--- src/rtl/npc_exec_ctrl.sv ---
// Fetch/execute sequencer for the NPC RV32 datapath (addi + ebreak).
// Optional NPC_EXEC_INSTRET_EN adds a 32-bit retired-instruction counter.
module npc_exec_ctrl #(
    parameter logic [31:0] RESET_PC      = 32'h80000000,
    parameter int          FETCH_TIMEOUT = 16
) (
    input  logic        clk,
    input  logic        reset,
    output logic        imem_req,
    output logic [31:0] imem_addr,
    input  logic        imem_valid,
    input  logic [31:0] imem_rdata,
    output logic [4:0]  rf_raddr,
    input  logic [31:0] rf_rdata,
    output logic [4:0]  rf_waddr,
    output logic [31:0] rf_wdata,
    output logic        rf_wen,
    output logic [31:0] pc,
    output logic        retire,
    output logic        halt,
    output logic        err
`ifdef NPC_EXEC_INSTRET_EN
    ,
    output logic [31:0] instret
`endif
);

    typedef enum logic [1:0] {
        FETCH,
        EXEC,
        HALT,
        ERR
    } state_t;

    localparam logic [7:0] CNT_LAST = 8'(FETCH_TIMEOUT - 1);

    state_t      state, state_nxt;
    logic [31:0] ir;
    logic [7:0]  cnt, cnt_nxt;
    logic        ir_load;
    logic        pc_inc;
    logic        halt_set;
    logic        err_set;

    logic        is_addi;
    logic        is_ebreak;
    logic [31:0] imm;

    assign is_addi   = (ir[6:0] == 7'b0010011) && (ir[14:12] == 3'b000);
    assign is_ebreak = (ir == 32'h00100073);
    assign imm       = {{20{ir[31]}}, ir[31:20]};
    assign imem_addr = pc;

    always_comb begin
        state_nxt = state;
        cnt_nxt   = cnt;
        ir_load   = 1'b0;
        pc_inc    = 1'b0;
        halt_set  = 1'b0;
        err_set   = 1'b0;
        imem_req  = 1'b0;
        rf_raddr  = 5'd0;
        rf_waddr  = 5'd0;
        rf_wdata  = 32'd0;
        rf_wen    = 1'b0;
        retire    = 1'b0;
        case (state)
            FETCH: begin
                imem_req = 1'b1;
                if (imem_valid) begin
                    ir_load   = 1'b1;
                    cnt_nxt   = 8'd0;
                    state_nxt = EXEC;
                end else if (cnt == CNT_LAST) begin
                    err_set   = 1'b1;
                    state_nxt = ERR;
                end else begin
                    cnt_nxt = cnt + 8'd1;
                end
            end
            EXEC: begin
                unique case (1'b1)
                    is_addi: begin
                        rf_raddr  = ir[19:15];
                        rf_waddr  = ir[11:7];
                        rf_wdata  = rf_rdata + imm;
                        rf_wen    = (ir[11:7] != 5'd0);
                        retire    = 1'b1;
                        pc_inc    = 1'b1;
                        state_nxt = FETCH;
                    end
                    is_ebreak: begin
                        retire    = 1'b1;
                        halt_set  = 1'b1;
                        state_nxt = HALT;
                    end
                    default: begin
                        err_set   = 1'b1;
                        state_nxt = ERR;
                    end
                endcase
            end
            default: state_nxt = state;
        endcase
    end

    always_ff @(posedge clk) begin
        if (reset) begin
            state <= FETCH;
            pc    <= RESET_PC;
            ir    <= 32'd0;
            cnt   <= 8'd0;
            halt  <= 1'b0;
            err   <= 1'b0;
        end else begin
            state <= state_nxt;
            cnt   <= cnt_nxt;
            if (ir_load)  ir   <= imem_rdata;
            if (pc_inc)   pc   <= pc + 32'd4;
            if (halt_set) halt <= 1'b1;
            if (err_set)  err  <= 1'b1;
        end
    end

`ifdef NPC_EXEC_INSTRET_EN
    always_ff @(posedge clk) begin
        if (reset)       instret <= 32'd0;
        else if (retire) instret <= instret + 32'd1;
    end
`endif

endmodule

--- config.mk ---
export PLATFORM = sky130hd
export DESIGN_NAME = npc_exec_ctrl
export DESIGN_NICKNAME = d
export VERILOG_FILES = /design/src/rtl/npc_exec_ctrl.sv
export SDC_FILE = /design/constraint.sdc
export NUM_CORES = 1
export LEC_CHECK = 0
export ABC_AREA = 1
export CORE_MARGIN = 2
export CORE_UTILIZATION = 35
export CTS_CLUSTER_DIAMETER = 40
export DETAILED_ROUTE_END_ITERATION = 6
export SYNTH_ARGS = -nofsm -noshare
export SYNTH_HDL_FRONTEND = slang
export SYNTH_SLANG_ARGS = --single-unit
--- constraint.sdc ---
create_clock -name clk -period 2.8 [get_ports clk]
set_input_delay 0.56 -clock clk [delete_from_list [all_inputs] [get_ports clk]]
set_output_delay 0.56 -clock clk [all_outputs]
set_load 0.01 [all_outputs]
==> impl_metrics.csv <==
group,metric,value,unit
cts,clkTransAtPathRegs,0.06,ns
yosys,yosysSeqAreaShare,0.230,
cts,cts_sinks,74,
timing,slew_headroom,0.566,
timing,period_share,0.989,
yosys,synth_area,6440,um2
die,coreArea,18000,um2
pwr,p_int,2.37,mW
layout,final_cell_mix,"nand2_1, inv_1, nor2_1, clkdlybuf4s50_1, dfxtp_1",
timing,hold_viol_final,0,
pwr,finalPower,3.58,mW
layout,final_common_cell,"nand2_1",
timing,fin_hold_ws,0.452,ns
timing,min_period,2.77,ns
global_routing,grt_max_degree,45,
detailed_routing,viasPerCell,4.67,
die,dieArea,19500,um2
timing,setup_tns,0,ns
cts,cts_buffers,9,
cts,ctsRootBufferMaster,"clkbuf_16",
layout,syn_to_final_growth,53.2,%
worst_setup_path,path_max_fanout,4,
cts,htree_levels,3,
worst_setup_path,critical_path_arrival,2.21,ns
pwr,power_frac_comb,0.351,
run_status,status,"finished, final reports clean",
detailed_routing,wl_per_cell,13.6,um
worst_hold_path,min_path_cells,2,
cts,hold_buffers,0,
pwr,p_clk_frac,0.330,
worst_setup_path,reg2reg_depth,7,
layout,final_nets,1436,
pwr,switching_share,0.339,
layout,drive_above_1_share,0.237,
global_routing,grt_use_total,0.214,
worst_setup_path,end_kind,"output pin",
place,dp_worst_setup_slack,-0.869,ns
detailed_routing,dr.pass1.iters,4,
place,place_area,8640,um2
yosys,yosysTopAreaCellShare,0.230,
timing,final-max-slew-violation-count,0,
cts,cts_tree,"built",
detailed_routing,drt-total-wl,21400,um
place,gp_congestion,0.907,
global_routing,grt_pass1_wl,34200,um
worst_setup_path,cp_data_required_time,2.24,ns
global_routing,antenna_found_initial,0,
yosys,synth_warnings,0,
yosys,synthCells,1131,
timing,finalClockSkew,0.00853,ns
timing,setup_viol,0,
pwr,power_density,363,nW/um2
pwr,switchingPower,1.21,mW
yosys,avgSynthCellArea,5.70,um2
layout,fin_area,9870,um2
yosys,ys_types,38,
die,num_rows,49,
worst_setup_path,start_kind,"input port",
worst_hold_path,holdPathEnd,"ir[14]",
timing,setup_ws,0.0322,ns
job,drv_cap,0,
worst_hold_path,hold_start,"ir[14]",
global_routing,grt_overflow,0,
detailed_routing,remaining_drc_errors,0,
worst_setup_path,r2r_slack,0.98,ns
worst_setup_path,r2r-start,"ir[12]",
yosys,synth_area_leaders,"dfxtp_1, nand2_1, nor2_1",
timing,tightest_slew,0.650,ns
die,start_util,0.357,
detailed_routing,drtIter0Drc,350,
detailed_routing,via_count,7323,
worst_setup_path,critical_path_class,"input port to output pin",
layout,diodes,0,
detailed_routing,ant_nets,0,
pwr,seq_power_share,0.319,
place,hpwl,16100,um
die,ioPinCount,178,
cts,worstSkewPairLatency,0.34,ns
yosys,synth_area_leader_cell,"dfxtp_1",
die,die_width,140,um
global_routing,grt_pass1_vias,6950,
yosys,ys_seq_elements,74,
pwr,irDropWorstVdd,338,uV
timing,clock.fmax,0.361,GHz
worst_hold_path,holdCritPathClass,"flip-flop to flip-flop",
die,die_y,140,um
timing,rsz0062_at_grt,"yes",
worst_setup_path,reg2reg_to,"imem_addr[27]",
place,port_buffers,173,
pwr,p_leak,4.62,nW
cts,clock_path_buffers,2,
## cell families (layout without fill, tap and decap cells)
kind of cell	count (synthesis)	in the layout	share of synthesized area
AO/OA/AOI/OAI	147	147	0.119
XOR/XNOR	7	7	0.00952
adder cells (fa/ha/maj)	34	34	0.0672
buffers and inverters	236	442	0.161
flip-flops	74	74	0.230
other	1	4	0.000582
AND/OR/NAND/NOR	632	632	0.413
## critical path: stages
cell             delay, ns
clkdlybuf4s50_1       0.51
ha_4                  0.24
nand2_2               0.11
a21oi_1               0.05
nor2_1                0.14
nand2_1               0.09
a21oi_2               0.17
nand3_2               0.10
nand2_1               0.06
nor2_1                0.04
buf_2                 0.13
## routing by layer
layer  track usage  share of wire  vias up
met5             0              0        -
met4        0.0611          0.020        0
met3        0.0451          0.054       28
met2         0.360           0.47      165
met1         0.276           0.45     3231
li1              -              -     3899
## through the flow
stage               std cells  utilization
floorplan                1134            -
global placement         1546        0.479
detailed placement       1546        0.479
CTS                      1565        0.525
global route             1569        0.547
finish                   1569        0.547
## flip-flops by register name, summed over array words and instances (netlist names)
| name | count |
|---|---|
| halt | 1 |
| ir | 32 |
| err | 1 |
| cnt | 8 |
| state | 2 |
| imem_addr | 30 |
## synthesized netlist by cell type, drive strengths merged
master,count
buf,42
and3b,1
o21a,6
fa,1
nor3,22
a31oi,1
clkbuf,13
nand4,13
xnor2,3
nor3b,2
nand2,354
nand3b,4
o21ai,55
dfxtp,74
a21oi,81
nand3,48
nor2,188
ha,33
clkinv,1
inv,180
o21bai,4
conb,1
xor2,4
## power by group through the flow
stage                     logic [mW]  clock network (mW)  registers (mW)
after floorplan                0.535                   0            1.15
after global placement         0.931                   0            1.16
final                           1.26                1.18            1.14
after detailed placement       0.937                   0            1.16
after CTS                       1.12                1.21            1.14
after global routing            1.38                1.26            1.15
## repair_timing
action | in CTS | in global routing
pin swaps | 24 | 43
resized for setup | 250 | 110
gates cloned | 0 | 1
setup buffers | 3 | 3
setup endpoints to repair | 32 | 39
## how the worst max path moves through the flow
stage                  from      endpoint  slack (ns)
3_5_place_dp    rf_rdata[0]  rf_wdata[28]       -0.87
2_1_floorplan   rf_rdata[0]  rf_wdata[16]        0.25
3_3_place_gp    rf_rdata[0]  rf_wdata[28]       -0.86
5_1_grt              ir[31]  rf_wdata[27]       -0.07
4_1_cts        rf_rdata[27]  rf_wdata[28]       -0.05
6_report       rf_rdata[28]  rf_wdata[30]        0.03
## layout make-up
class / count / area (um2)
multi-input cells: 824 / 4910
fillers: 1821 / 8160
clock buffers: 9 / 225
flip-flops and latches: 74 / 1490
repair buffers: 245 / 2190
clock inverters: 7 / 77.6
well taps: 229 / 287
inverters: 181 / 682
Power figures use the tool's default switching activity.
